[config.mk]
export PLATFORM = sky130hd
export DESIGN_NAME = fsm_pulse_gen
export DESIGN_NICKNAME = d
export VERILOG_FILES = /design/src/rtl/fsm_pulse_gen.sv
export SDC_FILE = /design/constraint.sdc
export NUM_CORES = 1
export LEC_CHECK = 0
export CELL_PAD_IN_SITES_DETAIL_PLACEMENT = 0
export CELL_PAD_IN_SITES_GLOBAL_PLACEMENT = 1
export CORE_MARGIN = 4
export CORE_UTILIZATION = 44
export DETAILED_ROUTE_END_ITERATION = 8
export PLACE_DENSITY = 0.82
export SLEW_MARGIN = 20
export SYNTH_ARGS = -nofsm -noshare
export SYNTH_HDL_FRONTEND = slang
export SYNTH_SLANG_ARGS = --single-unit
[constraint.sdc]
create_clock -name CLK -period 4.8 [get_ports CLK]
set_clock_uncertainty 0.15 [all_clocks]
set_input_delay 0.96 -clock CLK [delete_from_list [all_inputs] [get_ports CLK]]
set_output_delay 0.96 -clock CLK [all_outputs]
set_load 0.01 [all_outputs]
[src/rtl/fsm_pulse_gen.sv]
// Trigger-to-pulse shaper: a sampled X_IN level starts a HIGH_CYCLES-wide pulse on
// Y_OUT, followed by a GAP_CYCLES low guard interval and a one-cycle re-arm check.
// Latency: Y_OUT rises on the same edge that samples X_IN high; no backpressure (free-running).
//
// Ports:
//   CLK        system clock, all state changes on posedge
//   nRST       asynchronous active-low reset
//   X_IN       trigger level, synchronous to CLK
//   CLR        synchronous clear of PULSE_CNT only (wins over an increment)
//   Y_OUT      shaped pulse, decoded from registered state
//   BUSY       high whenever the machine is not idle
//   DONE       one-cycle strobe in the first low cycle after a pulse
//   PULSE_CNT  pulses started, modulo 2^CNT_W
module fsm_pulse_gen #(
    parameter int HIGH_CYCLES = 3,
    parameter int GAP_CYCLES  = 1,
    parameter int TIMER_W     = 8,
    parameter int CNT_W       = 8,
    parameter int RETRIG_EXT  = 0
) (
    input  logic             CLK,
    input  logic             nRST,
    input  logic             X_IN,
    input  logic             CLR,
    output logic             Y_OUT,
    output logic             BUSY,
    output logic             DONE,
    output logic [CNT_W-1:0] PULSE_CNT
);

    localparam logic [1:0] S_IDLE  = 2'd0;
    localparam logic [1:0] S_HIGH  = 2'd1;
    localparam logic [1:0] S_GAP   = 2'd2;
    localparam logic [1:0] S_CHECK = 2'd3;

    // Timers count down to zero, so the reload value is the interval minus one.
    localparam logic [TIMER_W-1:0] HIGH_LOAD = TIMER_W'(HIGH_CYCLES - 1);
    localparam logic [TIMER_W-1:0] GAP_LOAD  =
        (GAP_CYCLES > 0) ? TIMER_W'(GAP_CYCLES - 1) : '0;

    logic [1:0]         r_state;
    logic [TIMER_W-1:0] r_timer;
    logic               r_done;
    logic [CNT_W-1:0]   r_cnt;

    logic [1:0]         w_state_nxt;
    logic [TIMER_W-1:0] w_timer_nxt;
    logic               w_done_nxt;
    logic               w_start;     // a new pulse begins on this edge

    always_comb begin
        w_state_nxt = r_state;
        w_timer_nxt = r_timer;
        w_done_nxt  = 1'b0;
        w_start     = 1'b0;
        case (r_state)
            S_IDLE: begin
                if (X_IN) begin
                    w_state_nxt = S_HIGH;
                    w_timer_nxt = HIGH_LOAD;
                    w_start     = 1'b1;
                end
            end
            S_HIGH: begin
                // Retrigger restarts the high interval and beats expiry on the same edge.
                if ((RETRIG_EXT != 0) && X_IN) begin
                    w_timer_nxt = HIGH_LOAD;
                end else if (r_timer == '0) begin
                    w_done_nxt = 1'b1;
                    if (GAP_CYCLES > 0) begin
                        w_state_nxt = S_GAP;
                        w_timer_nxt = GAP_LOAD;
                    end else begin
                        w_state_nxt = S_CHECK;
                        w_timer_nxt = '0;
                    end
                end else begin
                    w_timer_nxt = r_timer - 1'b1;
                end
            end
            S_GAP: begin
                if (r_timer == '0) begin
                    w_state_nxt = S_CHECK;
                end else begin
                    w_timer_nxt = r_timer - 1'b1;
                end
            end
            S_CHECK: begin
                if (X_IN) begin
                    w_state_nxt = S_HIGH;
                    w_timer_nxt = HIGH_LOAD;
                    w_start     = 1'b1;
                end else begin
                    w_state_nxt = S_IDLE;
                end
            end
            default: begin
                w_state_nxt = S_IDLE;
                w_timer_nxt = '0;
            end
        endcase
    end

    always_ff @(posedge CLK or negedge nRST) begin
        if (!nRST) begin
            r_state <= S_IDLE;
            r_timer <= '0;
            r_done  <= 1'b0;
        end else begin
            r_state <= w_state_nxt;
            r_timer <= w_timer_nxt;
            r_done  <= w_done_nxt;
        end
    end

    // Counter only tracks pulse starts; extends and the FSM itself ignore CLR.
    always_ff @(posedge CLK or negedge nRST) begin
        if (!nRST) begin
            r_cnt <= '0;
        end else if (CLR) begin
            r_cnt <= '0;
        end else if (w_start) begin
            r_cnt <= r_cnt + CNT_W'(1);
        end
    end

    assign Y_OUT     = (r_state == S_HIGH);
    assign BUSY      = (r_state != S_IDLE);
    assign DONE      = r_done;
    assign PULSE_CNT = r_cnt;

endmodule

==> impl_summary.md, run 1 <==
Logic synthesis
Yosys attributes the largest share of cell area to dfrtp_1 (44%), ha_1 (8.1%), nor2_1 (4.9%). A synthesized cell averages 9.68 um2. The number of synthesized flops with an enable pin is 0.

After technology mapping, the gate count stands at 111. The sequential-to-total area share from yosys stat is 0.442. The number of warnings issued by yosys is 0. The fraction of post-synthesis cell area in the top cell type by area is 0.442. The net count of the mapped netlist is 122. The most repeated cell in the gate-level netlist after synthesis is dfrtp_1.

In the synthesized netlist the async set-or-reset flop fraction comes to 1.00. Synthesis inferred 19 register bits. The predominant post-synthesis flop cell is dfrtp_1. In this run the cell area of the synthesized design comes to 1070 um2. The synthesized netlist contains 37 unique library cells. The largest total area in the synthesized netlist belongs to dfrtp_1.

The commonest cells after synthesis are dfrtp_1 (19), nor2_1 (14), nand2_1 (8), o21ai_0 (8), ha_1 (7).

Placement
The cell area after placement is 1240 um2. The worst slack after detailed placement is 2080 ps. The estimated wirelength of the detail-placed design is 1.54 mm. The final weighted congestion of routability-driven global placement is 0.816.

Buffers placed on the I/O ports in this run total 14. After detailed placement, the design holds a cell count of 150.

Routing
The total number of vias is 882. The first-pass iteration count of the detailed router is 4. In the final routed layout, each cell accounts on average for 14.0 um.

The number of DRC markers in iteration 0 is 16. The number of routed nets with antenna violations is 0. The sum of routed wire length over all layers is 2.16 mm. The ratio of routed vias to standard cells is 5.73. The detailed-route DRC error count is 0.

Clocking
The number of gates given a new drive strength after cts is 0. The number of setup buffers added after CTS is 0. The post-CTS clock slew at the launch and capture registers of the worst setup and hold paths is 120 ps. The later-pin clock latency in the skew report is 300 ps. Hold repair after CTS inserted 0 buffers. The cell sitting at the root of the clock tree is a clkbuf_4.

The CTS tree is done. The number of buffers created by CTS is 3. For this design, the sink count on the clock tree is 19.

CTS built an H-tree with a depth of 1. The buffer levels on the longest clock path is 2.

Global route
Entering global routing, the biggest net connects 20 pins. The combined global-route utilization of all metal layers is 0.147. The number of global-route vias before repair is 845.

The wire length of the first global-routing pass is 3.82 mm. The overflow left after global routing is 0. The number of antenna violations at the first check in global routing came to 0.

Floorplanning
15 I/O pins were placed. The number of rows in the core area is 17. The starting density of the core is 0.472. The die is 57.4 um wide. The region available for standard cell placement spans 2280 um2.

The floorplan die height is 57.4 um. The area of the die is 3300 um2.

Timing
The worst relative slew slack is 0.440. In the finished design, the share of the clock period the worst path needs comes to 0.580. The highest achievable clock rate is 0.359 GHz.

Setup repair after global routing left no endpoint under its margin. The clock period could shrink to 2780 ps. The actual slew at the worst max-slew pin is 837 ps. In the post-route analysis, the smallest setup slack over all paths is 2020 ps. The sum of negative setup slack is 0 ps.

The total setup violations reported at the end of the flow is 0. The hold violation count in the final report came to 0. The final-report max-slew violation count is 0.

Hold path
The classification of the worst-slack hold path is flop to flop.

Final layout
The cell area after layout is 1270 um2. The growth of design area from synthesis to finish is 17.8%. The number of nets in the layout is 138.

The fraction of layout cells with a size suffix above 1 is 0.0635. The filler-free cell count of the finished design is 154. 0 antenna diodes ended up in the layout.

Critical path
The path type of the worst setup path is flop to primary output. STA classifies the critical path startpoint as a flop. The critical path data required time is 3690 ps. The data arrival at the endpoint of the critical path is 1670 ps.

The biggest fanout along the worst timing path is 5. The critical path capture point type is a primary output.

Power
Overall power consumption after layout is estimated at 0.722 mW. In this run the power density over the cells is 570 nW/um2. VDD sags by at most 0.357 mV. In this run the static leakage power is 0.564 nW.

Outcome
The run finished with clean final reports.

Flow run
The number of violations of the max-capacitance limit is 0.
[critical path, cell delays in order, from the launching register on]
cell,delay (ps)
dfrtp_1,440
inv_1,120
ha_1,240
clkdlybuf4s50_1,570
[worst paths after layout]
check | start | endpoint | slack (ps) | cells past startpoint
setup / recovery | r_state[1] | Y_OUT | 2020 | 3
hold / removal | r_timer[4] | r_timer[4] | 400 | 1
setup reg to reg | r_state[1] | r_timer[3] | 2600 | 6
hold reg to reg | r_timer[4] | r_timer[4] | 400 | 1
max in group asynchronous | nRST | PULSE_CNT[1] | 3010 | 1
min in group asynchronous | nRST | r_timer[3] | 970 | 1
[layer usage]
metal	GRT usage	wire length, um	vias to the layer above
li1	-	-	429
met1	0.197	1020	428
met2	0.229	994	21
met3	0.0249	99	4
met4	0.0695	43	0
met5	0	0	-
[layout by cell type, fill, tap and decap left out, types with 3 or more instances in the layout]
master | netlist | layout
dfrtp_1 | 19 | 19
nor2_1 | 14 | 14
clkdlybuf4s50_1 | 0 | 14
nand2_1 | 8 | 8
o21ai_0 | 8 | 8
ha_1 | 7 | 7
inv_1 | 6 | 6
xor2_1 | 6 | 6
nand4_1 | 5 | 5
a21oi_1 | 4 | 4
and3_1 | 3 | 3
clkbuf_4 | 0 | 3
[per-stage QoR]
stage	hold slack, ps	utilization
2_1_floorplan	338	-
3_3_place_gp	374	0.544
3_5_place_dp	382	0.544
4_1_cts	409	0.556
5_1_grt	435	0.556
6_report	399	0.556
[registers in the layout (all words and copies together), names as in the netlist]
register,cells
DONE,1
r_state,2
PULSE_CNT,8
r_timer,8
[report_power, final]
group          switching [mW]  internal [mW]  total [mW]
Sequential             0.0393          0.199       0.239
Clock                  0.0527         0.0311      0.0837
Combinational           0.225          0.175       0.400
Total                   0.317          0.405       0.722
[area by class of cell]
class / count / area, um2
Sequential cell: 19 / 475
Multi-Input combinational cell: 83 / 566
Clock inverter: 1 / 5.00
Fill cell: 203 / 1010
Tap cell: 28 / 35.0
Inverter: 6 / 22.5
Timing Repair Buffer: 14 / 140
Clock buffer: 3 / 22.5
[cells by family after synthesis]
group	synth area share
fa+ha+maj	0.0815
compound gates	0.140
buf+inv	0.0314
simple gates	0.228
mux	0.0198
flops	0.442
xor+xnor	0.0570
Note: power is estimated with default switching activity, not from simulation.
==> run 2: changes to the inputs <==
- CORE_UTILIZATION: 44 -> 37
- PLACE_DENSITY: 0.82 -> 0.73
- clock period: 4.8 -> 2.3 ns (I/O delays scaled with it)
==> impl_summary.md, run 2 (synthesis results as in run 1) <==
Routing
The number of routed nets with antenna violations is 0. The first routing iteration left 10 violations. The detailed-route DRC error count is 0. The ratio of routed vias to standard cells is 5.19.

The routed design has 2.27 mm of wire. The pre-antenna-repair detailed-routing pass consisted of 4 iterations. The total number of vias is 867. The wire length per cell is 13.6 um.

Global route
The wire length of the first global-routing pass is 3.92 mm. The pin count of the biggest net entering global routing is 20. The overflow left after global routing is 0. Across every metal layer, demand over resource in global routing totals 0.138. The number of global-route vias before repair came to 853. The number of antenna violations at the first check in global routing was 0.

Clocking
The clock reaches the later pin of the worst-skew pair after 300 ps. Counting the buffers created by CTS gives 3. Clock-pin slew was measured on the worst setup and hold paths at 120 ps. The clock drives 19 sinks. CTS built an H-tree with a depth of 1. The number of buffers added to fix hold violations after cts is 0.

The root buffer cell chosen for the clock tree is clkbuf_4. The buffer levels on the longest clock path is 2. TritonCTS built the clock tree.

Timing
The final-report max-slew violation count is 0. The final period utilization is 0.944. The smallest setup slack after layout is 129 ps.

The sum of negative setup slack is 0 ps. Setup violations remaining at the end of the flow were counted as 0. The routed design could run at a clock period as short as 2170 ps. For this run, the top clock speed supported by timing is 0.461 GHz.

Setup repair after global routing left no endpoint under its margin. The tightest hold margin is 324 ps. The worst relative slew slack is 0.648. The hold violation count in the final report is 0.

For the pin with the worst max-slew slack, the measured transition is 526 ps.

Power
The power after layout is 1.62 mW. The static leakage is 0.626 nW. The worst-case IR drop observed on VDD is 0.833 mV. In this run the power density over the cells is 1200 nW/um2.

Placement
Summed over all nets, the half-perimeter wirelength after detailed placement is 1.66 mm. The worst slack after detailed placement is 186 ps. The cell total after placement is 161. The number of port buffers is 14.

The final weighted congestion of routability-driven global placement is 0.762.

Final layout
Of the cells placed in the final design, the portion with a size suffix greater than 1 is 0.132. The number of antenna diodes in the final layout is 0. After the flow finishes, the layout carries non-filler instances totaling 167.

Leaving out fill and tap cells, the most frequent cells in the layout are dfrtp_1 (19), nor2_1 (14), clkdlybuf4s50_1 (13), buf_4 (10). The number of nets in the layout is 148. The filler cell count is 270. The growth of design area from synthesis to finish is 25.4%. The most frequent standard cell in the layout excluding fill and tap cells is dfrtp_1.

Critical path
The biggest fanout along the worst timing path is 4. The data arrival at the endpoint of the critical path is 1560 ps. The delay of the slowest cell on the worst path is 520 ps.

STA classifies the critical path startpoint as a flop. The largest individual stage delay along the critical path comes from the cell clkdlybuf4s50_1. Traced cell by cell, the critical path runs through inv_1 -> ha_1 -> inv_1 -> clkdlybuf4s50_1. The path type of the worst setup path is flop to primary output. The critical path capture point type is a primary output.

The most used cell along the critical path is inv_1. STA puts the critical path data required time at 1690 ps.

Flow run
The number of violations of the max-capacitance limit is 0.

Floorplanning
The core region area is 2760 um2. The area of the die is 3830 um2. The starting density of the core is 0.390. Pin placement for this block handled 15 I/O pins.

The width of the die is 61.9 um. The floorplan has 19 rows. The die is 61.9 um tall.

Outcome
The flow ran to the end, and the final reports show no timing, DRC or antenna violations.

Hold path
The worst hold path belongs to the class input pin to asynchronous set/reset pin.
run 2: worst paths after layout:
check,depth (start not counted),end,slack (ps),start
worst max-delay path,4,BUSY,130,r_state[1]
min in group CLK,1,r_timer[1],400,r_timer[1]
worst min-delay path,2,r_timer[1],320,nRST
worst max register to register,6,r_timer[7],260,r_state[1]
max in group asynchronous,2,PULSE_CNT[1],1470,nRST
worst min register to register,1,r_timer[1],400,r_timer[1]
run 2: final cells by class:
type / instances / area (um2) / area share
multi-input combinational: 83 / 566 / 0.420
sequential: 19 / 475 / 0.353
timing repair buffer: 24 / 218 / 0.162
tap: 31 / 38.8 / 0.0288
clock buffer: 3 / 22.5 / 0.0167
inverter: 6 / 22.5 / 0.0167
clock inverter: 1 / 5.00 / 0.00371
run 2: report_power, final:
part           internal [mW]  leakage (nW)  total (mW)  switching, mW
Sequential             0.416         0.254       0.492         0.0765
Clock                 0.0648        0.0177       0.179          0.114
Combinational          0.459         0.354       0.952          0.493
run 2: through the flow:
| stage | cell area, um2 | util |
|---|---|---|
| after floorplan | 1070 | - |
| after global placement | 1300 | 0.472 |
| after detailed placement | 1300 | 0.472 |
| after CTS | 1330 | 0.482 |
| after global routing | 1350 | 0.489 |
| final | 1350 | 0.489 |
run 2: worst max-delay path, delay by kind of cell, from the launching register on:
family	cells	cell delay (ps)
adders and majority gates	1	200
DFF	1	400
buffers and inverters	3	660
run 2: metal layers:
layer  share of wire  up-vias  GRT usage
met3           0.026        2     0.0289
met4          0.0088        0     0.0636
met5               0        -          0
met1            0.51      412      0.197
li1                -      444          -
met2            0.46        9      0.199
run 2: repair_timing:
| action | CTS | global route |
|---|---|---|
| setup endpoints to repair | 0 | 2 |
| gates resized for setup | 0 | 1 |
| setup buffers | 0 | 2 |
==> patch, RTL diff (config.mk and constraints of run 2) <==
Reset style: synchronous (`nRST`), changed in 2 clocked blocks. Comments in the files are not updated.
--- a/src/rtl/fsm_pulse_gen.sv
+++ b/src/rtl/fsm_pulse_gen.sv
@@ -101,7 +101,7 @@
         endcase
     end
 
-    always_ff @(posedge CLK or negedge nRST) begin
+    always_ff @(posedge CLK) begin
         if (!nRST) begin
             r_state <= S_IDLE;
             r_timer <= '0;
@@ -114,7 +114,7 @@
     end
 
     // Counter only tracks pulse starts; extends and the FSM itself ignore CLR.
-    always_ff @(posedge CLK or negedge nRST) begin
+    always_ff @(posedge CLK) begin
         if (!nRST) begin
             r_cnt <= '0;
         end else if (CLR) begin
Function: differs if nRST is asserted again (counterexample within 4 cycles, from zero or initial values and one cycle with nRST low); with nRST held inactive, the same outputs for 10 cycles.
==> patch against run 2 <==
Register-to-register slack improved by 0.06 ns. Routed wire length fell by 11%. Total power rose by 3.7%. Setup slack improved by 0.0018 ns. Area after synthesis fell by 4.7%. Design area fell by 7.2%. Sequential cell count did not move. Non-clock buffer count fell by 7. Critical path type unchanged.
==> patch: results <==
[setup_path]
cpPeakStageDelay_ns = 0.52
worst-path-max-fanout = 4
critical_path_arrival_ns = 1.56
critical-path-slowest-cell = clkdlybuf4s50_1

[grt]
grt_pass1_wl_um = 3498
antenna_found_initial = 0
grt_max_degree = 12
grt_pass1_vias = 826
grt_use_total_pct = 12.64

[detailed_routing]
drt_iter0_drc = 13
firstDrtPassIters = 4
totalWireLength_um = 2029
num_vias = 864
viasPerCell = 5.268

[clock_network]
ctsHtreeMaxLevel = 1
cts_buffers = 3
cts.path.max_buffers = 2
clk_latency_ns = 0.30
cts.reportedPaths.clkPinSlew_ns = 0.11
cts_root_buf = clkbuf_4
postCtsSetupBuffers = 0

[layout]
multi_input_area_um2 = 616.8
drive_above_1_share_pct = 11.19
diodes = 0
layout.nets = 146
fillers = 265

[power]
ir_drop_uv = 836.1
p_leak_uw = 0.0004911

[logic_synthesis]
ys_seq_area_share_pct = 37.12
synth_mux_area_share_pct = 2.930
synthAdderAreaFrac_pct = 8.547
synth_warnings = 0
avgSynthCellArea_um2 = 8.911
syn_nets = 126
synthTopCellsByCount = 19 x dfxtp_1, 14 x nor2_1, 11 x a21oi_1
synthArstFlopShare_pct = 0
synth_cell_types = 34
yosys_most_used_dff = dfxtp_1
synth_compound_area_share_pct = 15.26
yosys-top-cells-area = dfxtp_1 37%, ha_1 8.5%, a21oi_1 5.4%
synth-xor-area-share_pct = 7.692

[placed_design]
placed_area_um2 = 1217
dp_hpwl_um = 1600
pre_cts_slack_ns = 0.1651
gp_congestion = 0.7784
dp.cells = 160
port_buffers = 14

[run_status]
status = finished clean

[sta]
slew_headroom_pct = 66.13

[hold_path]
worst_hold_path_type = reg2reg
[patch: changes by cell type in the layout (fill, tap and decap cells not counted), moves of 2 or more]
cell / before / now
buf_4: 10 / 3
xnor2_1: 1 / 3
a21oi_1: 4 / 11
dfxtp_1: 0 / 17
mux2i_1: 1 / 3
nor3_1: 1 / 3
nand2b_1: 1 / 3
nand2_1: 8 / 6
dfxtp_2: 0 / 2
dfrtp_1: 19 / 0
o21ai_0: 8 / 6
and2_1: 2 / 0
[patch: power breakdown]
part	switching [µW]	internal (µW)	leakage [µW]
logic	498	468	0.000318
clock network	107	64.8	0.0000177
registers	120	425	0.000155
total	725	958	0.000491
[patch: what timing repair did]
| action | CTS | global route |
|---|---|---|
| endpoints found under the hold margin | 0 | 0 |
| setup endpoints to repair | 0 | 2 |
| resized for setup | 0 | 3 |
[patch: final timing paths]
kind | from | end | slack [ns] | cells after the start
hold / removal | r_state[1] | r_state[1] | 0.35 | 2
setup reg to reg | r_state[0] | r_timer[7] | 0.32 | 6
setup / recovery | r_state[0] | BUSY | 0.13 | 4
hold reg to reg | r_state[1] | r_state[1] | 0.35 | 2
[patch: routing by layer]
layer	global-route usage [%]	part of all wire, %	vias up
met5	0	0	-
met4	2.786	0.79	0
met3	4.894	4.4	2
met2	21.98	48	14
met1	14.69	47	403
li1	-	-	445
[patch: critical path: cells and delay by family (launching register included)]
| family | cells | cell delay (ns) |
|---|---|---|
| adder cells (fa/ha/maj) | 1 | 0.22 |
| buffers and inverters | 3 | 0.67 |
| flip-flops | 1 | 0.37 |
[patch: layout make-up]
class,count,share of cell area (%)
flip-flops and latches,19,30.63
multi-input cells,88,49.35
inverters,6,1.802
well taps,30,3.003
clock buffers,3,1.802
clock inverters,1,0.4004
repair buffers,17,13.01
